$ cat src/rtl/fb_pkg.sv
// ---------------------------------------------------------------------------
// fb_pkg -- shared constants for the flit buffer.
//   FB_FLIT_W        : default flit width in bits
//   FB_NODES_PER_ROW : mesh nodes per row
//   FB_NODES_PER_COL : mesh nodes per column
//   FB_DESTID_W      : destination-ID width, wide enough to name every node
//   FB_DEST_LSB/MSB  : bit range of the destination field inside a flit
// ---------------------------------------------------------------------------
package fb_pkg;

  localparam int FB_FLIT_W        = 32;
  localparam int FB_NODES_PER_ROW = 4;
  localparam int FB_NODES_PER_COL = 4;
  localparam int FB_DESTID_W      = $clog2(FB_NODES_PER_ROW * FB_NODES_PER_COL);
  localparam int FB_DEST_LSB      = 0;
  localparam int FB_DEST_MSB      = FB_DEST_LSB + FB_DESTID_W - 1;

endpackage

$ cat src/rtl/sync_fifo.sv
// ---------------------------------------------------------------------------
// sync_fifo -- storage and pointers for the input buffer.
//   clk, rst : clock, synchronous active-high reset
//   push_i   : write wdata_i at wr_ptr (caller guarantees not full)
//   pop_i    : advance rd_ptr (caller guarantees not empty)
//   wdata_i  : write data
//   rdata_o  : entry at rd_ptr, read combinationally from the flops
//   count_o  : occupancy
//   full_o, empty_o : occupancy flags
// Reset clears pointers and count only; storage is left as-is. Reset wins
// over any push/pop in the same cycle.
// ---------------------------------------------------------------------------
module sync_fifo #(
  parameter int WIDTH = 32,
  parameter int DEPTH = 4,
  localparam int AW   = $clog2(DEPTH),
  localparam int CW   = $clog2(DEPTH + 1)
) (
  input  logic             clk,
  input  logic             rst,
  input  logic             push_i,
  input  logic             pop_i,
  input  logic [WIDTH-1:0] wdata_i,
  output logic [WIDTH-1:0] rdata_o,
  output logic [CW-1:0]    count_o,
  output logic             full_o,
  output logic             empty_o
);

  localparam logic [CW-1:0] FULL_CNT = CW'(DEPTH);

  logic [WIDTH-1:0] mem_q [DEPTH];
  logic [WIDTH-1:0] mem_d [DEPTH];
  logic [AW-1:0]    wr_ptr_q, wr_ptr_d;
  logic [AW-1:0]    rd_ptr_q, rd_ptr_d;
  logic [CW-1:0]    count_q, count_d;

  // DEPTH is a power of two, so pointer wrap is the natural AW-bit overflow.
  always_comb begin
    mem_d    = mem_q;
    wr_ptr_d = wr_ptr_q;
    rd_ptr_d = rd_ptr_q;
    count_d  = count_q;
    if (push_i) begin
      mem_d[wr_ptr_q] = wdata_i;
      wr_ptr_d        = wr_ptr_q + AW'(1);
    end
    if (pop_i) begin
      rd_ptr_d = rd_ptr_q + AW'(1);
    end
    if (push_i && !pop_i) begin
      count_d = count_q + CW'(1);
    end else if (pop_i && !push_i) begin
      count_d = count_q - CW'(1);
    end
  end

  always_ff @(posedge clk) begin
    if (rst) begin
      wr_ptr_q <= '0;
      rd_ptr_q <= '0;
      count_q  <= '0;
    end else begin
      wr_ptr_q <= wr_ptr_d;
      rd_ptr_q <= rd_ptr_d;
      count_q  <= count_d;
    end
  end

  always_ff @(posedge clk) begin
    mem_q <= mem_d;
  end

  assign rdata_o = mem_q[rd_ptr_q];
  assign count_o = count_q;
  assign full_o  = (count_q == FULL_CNT);
  assign empty_o = (count_q == '0);

endmodule

$ cat src/rtl/input_buffer.sv
// ---------------------------------------------------------------------------
// input_buffer -- router input-port flit FIFO feeding route compute.
//   clk, rst     : clock, synchronous active-high reset
//   in_valid_i   : upstream flit valid
//   in_flit_i    : upstream flit
//   in_ready_o   : buffer can accept a flit this cycle
//   head_valid_o : head flit present (route-compute valid)
//   head_flit_o  : head flit
//   dest_node_o  : destination field of the head flit
//   grant_i      : switch-allocator grant, pops the head
//   count_o      : current occupancy
//   credit_o     : one-cycle pulse the cycle after each pop
//                  (only when FB_CREDIT_EN is defined)
//
// Handshake: a push happens on a rising edge where in_valid_i and in_ready_o
// are both 1; a pop happens where grant_i and head_valid_o are both 1. A
// grant with no head is ignored. in_ready_o depends on occupancy only (no
// same-cycle pass-through when full) and is forced low during reset.
// ---------------------------------------------------------------------------
module input_buffer
  import fb_pkg::*;
#(
  parameter int FLIT_W   = FB_FLIT_W,
  parameter int DEPTH    = 4,
  parameter int DESTID_W = FB_DESTID_W,
  localparam int CW      = $clog2(DEPTH + 1)
) (
  input  logic                clk,
  input  logic                rst,
  input  logic                in_valid_i,
  input  logic [FLIT_W-1:0]   in_flit_i,
  output logic                in_ready_o,
  output logic                head_valid_o,
  output logic [FLIT_W-1:0]   head_flit_o,
  output logic [DESTID_W-1:0] dest_node_o,
  input  logic                grant_i,
`ifdef FB_CREDIT_EN
  output logic                credit_o,
`endif
  output logic [CW-1:0]       count_o
);

  logic push;
  logic pop;
  logic full;
  logic empty;

  assign in_ready_o   = !rst && !full;
  assign head_valid_o = !empty;
  assign push         = in_valid_i && in_ready_o;
  assign pop          = grant_i && head_valid_o;

  sync_fifo #(
    .WIDTH (FLIT_W),
    .DEPTH (DEPTH)
  ) u_fifo (
    .clk     (clk),
    .rst     (rst),
    .push_i  (push),
    .pop_i   (pop),
    .wdata_i (in_flit_i),
    .rdata_o (head_flit_o),
    .count_o (count_o),
    .full_o  (full),
    .empty_o (empty)
  );

  assign dest_node_o = head_flit_o[FB_DEST_LSB +: DESTID_W];

`ifdef FB_CREDIT_EN
  logic credit_q, credit_d;

  // A pop during reset is discarded, so it must not return a credit.
  always_comb begin
    credit_d = pop && !rst;
  end

  always_ff @(posedge clk) begin
    if (rst) credit_q <= 1'b0;
    else     credit_q <= credit_d;
  end

  assign credit_o = credit_q;
`endif

endmodule

$ cat config.mk
export PLATFORM = sky130hd
export DESIGN_NAME = input_buffer
export DESIGN_NICKNAME = d
export VERILOG_FILES = /design/src/rtl/fb_pkg.sv /design/src/rtl/sync_fifo.sv /design/src/rtl/input_buffer.sv
export SDC_FILE = /design/constraint.sdc
export NUM_CORES = 1
export LEC_CHECK = 0
export ABC_AREA = 1
export CAP_MARGIN = 20
export CORE_AREA = 2 2 103 155
export DETAILED_ROUTE_END_ITERATION = 10
export DIE_AREA = 0 0 105 157
export GPL_ROUTABILITY_DRIVEN = 0
export HOLD_SLACK_MARGIN = 0.08
export MAX_ROUTING_LAYER = met4
export SLEW_MARGIN = 20
export SYNTH_ARGS = -nofsm -noshare
export SYNTH_HDL_FRONTEND = slang
export SYNTH_SLANG_ARGS = --single-unit
$ cat constraint.sdc
create_clock -name clk -period 4.1 [get_ports clk]
set_input_delay 0.615 -clock clk [delete_from_list [all_inputs] [get_ports clk]]
set_output_delay 0.615 -clock clk [all_outputs]
set_load 0.005 [all_outputs]
==> impl_metrics.ini, run 1 <==
[yosys]
muxShareOfSynthArea_pct = 0
synthXorXnorAreaFrac_pct = 0.167
synth-simple-area-share_pct = 7.27
synth_top_family_by_area = compound AO/OA/AOI/OAI gates
ys_seq_area_share_pct = 76.1
synth_seq_cells = 135
synthAdderAreaFrac_pct = 1.58
yosysUniqueCellTypes = 22
synthCells = 378
syn_area_per_cell_um2 = 13.8
synth-compound-area-share_pct = 10.3
netlist_area_um2 = 5230
syn-num-nets = 420
yosys_warnings = 0

[place]
placed_area_um2 = 6120
dp_hpwl_um = 6510
place_ws_ns = 1.17
portBuffers = 76

[worst_setup_path]
worstPathMaxFanout = 33
critPathLaunchType = flop
cp_data_arrival_time_ns = 2.55
r2r-start = u_fifo.count_o[0]
reg2reg_depth = 4
crit_start = u_fifo.rd_ptr_q[1]
required_ns = 3.48
end_kind = primary output
critical_path_class = flop to primary output

[global_route]
antenna_found_initial = 0
grt_use_total_pct = 14.4
grt_max_degree = 67
grt_pass1_vias = 3467
grt_pass1_wl_um = 17500
gr-total-overflow = 0

[status]
outcome = finished, final reports clean

[clock_network]
cts-resized-gates = 0
h-tree-depth = 4
insertion_delay_ns = 0.41
cts_hold_buf = 0
clockRootBuffer = clkbuf_16
clk_pin_slew_worst_paths_ns = 0.06
cts_tree = done
cts_setup_buffers = 0
clock_path_buffers = 2
cts_sinks = 135
cts_buffers = 17

[cells_and_area]
final_layout_size_suffix_gt1_share_pct = 8.58
final_area_um2 = 6730
diodes = 0
fillers = 1390
final-seq-area_um2 = 3990
nNetsFinal = 495
multi_input_area_um2 = 1040
area_growth_pct = 28.6
fin_util_pct = 44.9

[route]
wl_per_cell_um = 16.6
drtIter0Drc = 249
dr.pass1.iters = 4
drc = 0
vias_per_cell = 4.85
wirelength_um = 11100
ant_nets = 0
vias = 3226

[timing]
fin_crit_sh_pct = 77.2
max_clock_freq_mhz = 316
rsz0062_at_grt = no
setup_violations = 0
worst_pin_slew_ns = 1.04
finClkSkew_ns = 0.0106
worst_slack_ns = 0.936
post-route-min-period_ns = 3.16
slew_violations = 0
setup-tns-final_ns = 0
relSlewSlack_pct = 30.7
hold_violations = 0

[min_path]
holdCritStartpoint = u_fifo.wr_ptr_q[1]
hold_class = flop to flop
min_path_cells = 2

[die]
core_area_um2 = 15000
ios = 77
die_x_um = 105
initial_core_util_pct = 34.9
die_y_um = 157
dieArea_um2 = 16500
rows = 55

[run]
drv_cap = 0

[pwr]
p_leak_nw = 2.25
peakVddDrop_mv = 0.316
powerDensity_nw_per_um2 = 620
-- per-stage QoR --
step                std cells  hold slack (ns)  power [mW]
floorplan                 378            0.478        2.23
global placement          632            0.510        2.72
detailed placement        632            0.524        2.73
CTS                       664            0.532        4.21
global route              665            0.572        4.38
finish                    665            0.528        4.17
-- state kept, by name (all words and copies together) (netlist names) --
signal,flops
u_fifo.count_o,3
u_fifo.rd_ptr_q,2
u_fifo.mem_q,128
u_fifo.wr_ptr_q,2
-- placed cells by master, fill, tap and decap left out --
| cell | instances |
|---|---|
| o21ai_0 | 55 |
| clkbuf_16 | 17 |
| fa_1 | 1 |
| clkinv_1 | 5 |
| nor2_4 | 4 |
| nor2_2 | 1 |
| ha_1 | 5 |
| bufinv_16 | 3 |
| nor2_1 | 70 |
| edfxtp_1 | 128 |
| a21oi_1 | 3 |
| clkinvlp_4 | 5 |
| buf_16 | 1 |
| o22ai_1 | 32 |
| dfxtp_1 | 6 |
| nand3_1 | 4 |
| nand3_2 | 1 |
| inv_6 | 1 |
| o21ai_1 | 10 |
| clkdlybuf4s50_1 | 76 |
| inv_2 | 2 |
| clkinv_2 | 1 |
| xor2_1 | 1 |
| inv_1 | 13 |
| buf_4 | 3 |
| dfxtp_2 | 1 |
| nand2_1 | 16 |
| nand4_1 | 1 |
-- synth_stat cells --
master / instances / area [um^2]
inv_1: 13 / 48.8
buf_2: 7 / 35.0
nand3_1: 4 / 20.0
edfxtp_1: 128 / 3840
dfxtp_1: 7 / 140
nand2_1: 16 / 60.1
ha_1: 5 / 62.6
fa_1: 1 / 20.0
xor2_1: 1 / 8.76
o21ai_1: 10 / 50.1
nor2_1: 74 / 278
nand3_2: 1 / 10.0
o22ai_1: 32 / 200
nor2_2: 1 / 6.26
a21oi_1: 3 / 15.0
clkbuf_2: 2 / 10.0
buf_4: 7 / 52.6
clkbuf_1: 1 / 3.75
nand4_1: 1 / 6.26
inv_2: 2 / 7.51
o21ai_0: 55 / 275
buf_6: 7 / 78.8
-- layout make-up --
| cell class | instances | share of cell area [%] |
|---|---|---|
| Inverter | 15 | 0.837 |
| Clock buffer | 17 | 6.32 |
| Tap cell | 199 | 3.70 |
| Sequential cell | 135 | 59.2 |
| Timing Repair Buffer | 80 | 12.0 |
| Multi-Input combinational cell | 204 | 15.5 |
| Clock inverter | 15 | 2.38 |
-- worst max-delay path: stages (launching register included) --
cell,delay (ns)
dfxtp_1,0.54
inv_2,0.56
o21ai_1,0.15
o22ai_1,0.31
clkdlybuf4s50_1,0.57
-- path summary, 6_finish.rpt --
kind	end	slack (ns)
max	head_flit_o[2]	0.94
min	u_fifo.wr_ptr_q[1]	0.53
max reg2reg	u_fifo.mem_q[101]	1.94
min reg2reg	u_fifo.wr_ptr_q[1]	0.53
-- report_power, final --
part	switching, mW	internal [mW]
Combinational	0.540	0.502
Clock	0.537	0.944
Sequential	0.0463	1.60
Total	1.12	3.05
-- per-layer routing --
metal / vias up / part of all wire [%] / GRT usage, %
met1: 1617 / 41 / 15.1
li1: 1532 / - / -
met5: - / 0 / -
met4: 0 / 0.94 / 6.73
met3: 7 / 3.3 / 3.48
met2: 70 / 55 / 25.4
-- kinds of logic after synthesis --
| family | after synthesis |
|---|---|
| AO/OA/AOI/OAI | 100 |
| XOR/XNOR | 1 |
| adder cells (fa/ha/maj) | 6 |
| buffers and inverters | 39 |
| flip-flops | 135 |
| AND/OR/NAND/NOR | 97 |
No activity file was read; power rests on OpenSTA's default activity.
==> inputs of run 2 (changes only) <==
clock period = 3.05 ns   (was 4.1 ns; I/O delays follow)
==> run 2 against run 1 <==
Non-clock buffer count increased by 8; sequential power increased by 34%; critical path type unchanged; cell count up 1.1%; combinational power increased by 39%.
==> impl_metrics.ini, run 2 (synthesis results as in run 1) <==
[cells_and_area]
final_area_um2 = 6850
diodes = 0
mostFrequentLayoutCells = edfxtp_1, clkdlybuf4s50_1, nor2_1
nNetsFinal = 503
fillers = 1356
final_common_cell = edfxtp_1
largest_reg_flops = 128
top_register = u_fifo.mem_q
final-seq-area_um2 = 3990
multi_input_area_um2 = 1040
fin_cells = 672
area_growth_pct = 31.0
final_layout_size_suffix_gt1_share_pct = 10.6
fin_util_pct = 45.7

[worst_setup_path]
critPathTopFamily = buffers and inverters
cp_data_arrival_time_ns = 2.33
path_cells = buf_4 -> o21ai_0 -> o22ai_1 -> clkdlybuf4s50_1
slowest_delay_ns = 0.55
end_kind = primary output
required_ns = 2.59
critical_path_class = flop to primary output
critical-path-slowest-cell = clkdlybuf4s50_1
cp_num_buf_inv = 2
worstPathMaxFanout = 66
critPathLaunchType = flop

[route]
vias_per_cell = 4.93
wirelength_um = 11500
dr.pass1.iters = 4
drtIter0Drc = 125
wl_per_cell_um = 17.1
ant_nets = 0
drc = 0
vias = 3312

[clock_network]
cts_sinks = 135
clk_pin_slew_worst_paths_ns = 0.06
clock_path_buffers = 2
cts_hold_buf = 0
clockRootBuffer = clkbuf_16
cts_tree = done
cts-resized-gates = 0
insertion_delay_ns = 0.41
cts_buffers = 17
h-tree-depth = 4
cts_setup_buffers = 0

[place]
dp.cells = 641
placed_area_um2 = 6220
portBuffers = 76
dp_hpwl_um = 6740
place_ws_ns = 0.669

[pwr]
swShare_pct = 26.1
comb_power_share_pct = 24.9
peakVddDrop_mv = 0.433
power.total_mw = 5.81
p_leak_nw = 2.34
clockPowerShare_pct = 37.1
internal_power_mw = 4.30
power.switching_mw = 1.52
pwr-share-seq_pct = 38.0
powerDensity_nw_per_um2 = 848

[timing]
worst_pin_slew_ns = 0.675
post-route-min-period_ns = 2.79
fin_crit_sh_pct = 91.5
relSlewSlack_pct = 55.0
worst_slack_ns = 0.260
setup-tns-final_ns = 0
holdWs_ns = 0.511
setup_violations = 0
finClkSkew_ns = 0.00622
max_clock_freq_mhz = 358
rsz0062_at_grt = no
slew_violations = 0
hold_violations = 0

[die]
ios = 77
die_x_um = 105
dieArea_um2 = 16500
die_y_um = 157
initial_core_util_pct = 34.9
core_area_um2 = 15000
rows = 55

[global_route]
grt_pass1_vias = 3431
grt_pass1_wl_um = 17600
grt_use_total_pct = 14.5
gr-total-overflow = 0
antenna_found_initial = 0
grt_max_degree = 67

[min_path]
hold_class = flop to flop

[run]
drv_cap = 0

[status]
outcome = finished, final reports clean
## run 2: cell count changes in the layout (fill, tap and decap cells not counted)
cell,before,now
clkinv_2,1,3
bufinv_16,3,5
buf_16,1,0
buf_4,3,9
clkinv_1,5,2
buf_12,0,3
clkinv_4,0,2
clkinvlp_4,5,1
## run 2: worst paths after layout
path,slack (ns),cells past startpoint,end,startpoint
hold reg to reg,0.51,2,u_fifo.wr_ptr_q[1],u_fifo.wr_ptr_q[1]
hold / removal,0.51,2,u_fifo.wr_ptr_q[1],u_fifo.wr_ptr_q[1]
setup reg to reg,1.18,12,u_fifo.count_o[2],u_fifo.count_o[0]
setup / recovery,0.26,4,head_flit_o[6],u_fifo.rd_ptr_q[0]
## run 2: per-layer routing
| layer | share of wire [%] | vias up | global-route usage, % |
|---|---|---|---|
| met3 | 4.6 | 8 | 4.02 |
| met5 | 0 | - | - |
| met1 | 41 | 1655 | 15.7 |
| li1 | - | 1554 | - |
| met4 | 1.2 | 0 | 5.65 |
| met2 | 54 | 95 | 25.4 |
## run 2: final cells by class
cell class | instances | area share, %
inverter | 15 | 0.822
multi-input combinational | 204 | 15.2
timing repair buffer | 88 | 13.0
clock buffer | 17 | 6.21
clock inverter | 14 | 3.01
tap | 199 | 3.63
sequential | 135 | 58.2
## run 2: worst min-delay path, cell delays in order (launching register included)
cell and delay (ns):
dfxtp_1 0.34, nand3_1 0.09, nand2_1 0.04
## run 2: power groups by stage
stage	clock (mW)	sequential (mW)	combinational, mW
finish	2.16	2.21	1.45
global route	2.28	2.22	1.60
CTS	2.20	2.21	1.47
detailed placement	0	2.24	1.46
global placement	0	2.24	1.44
floorplan	0	2.24	0.754
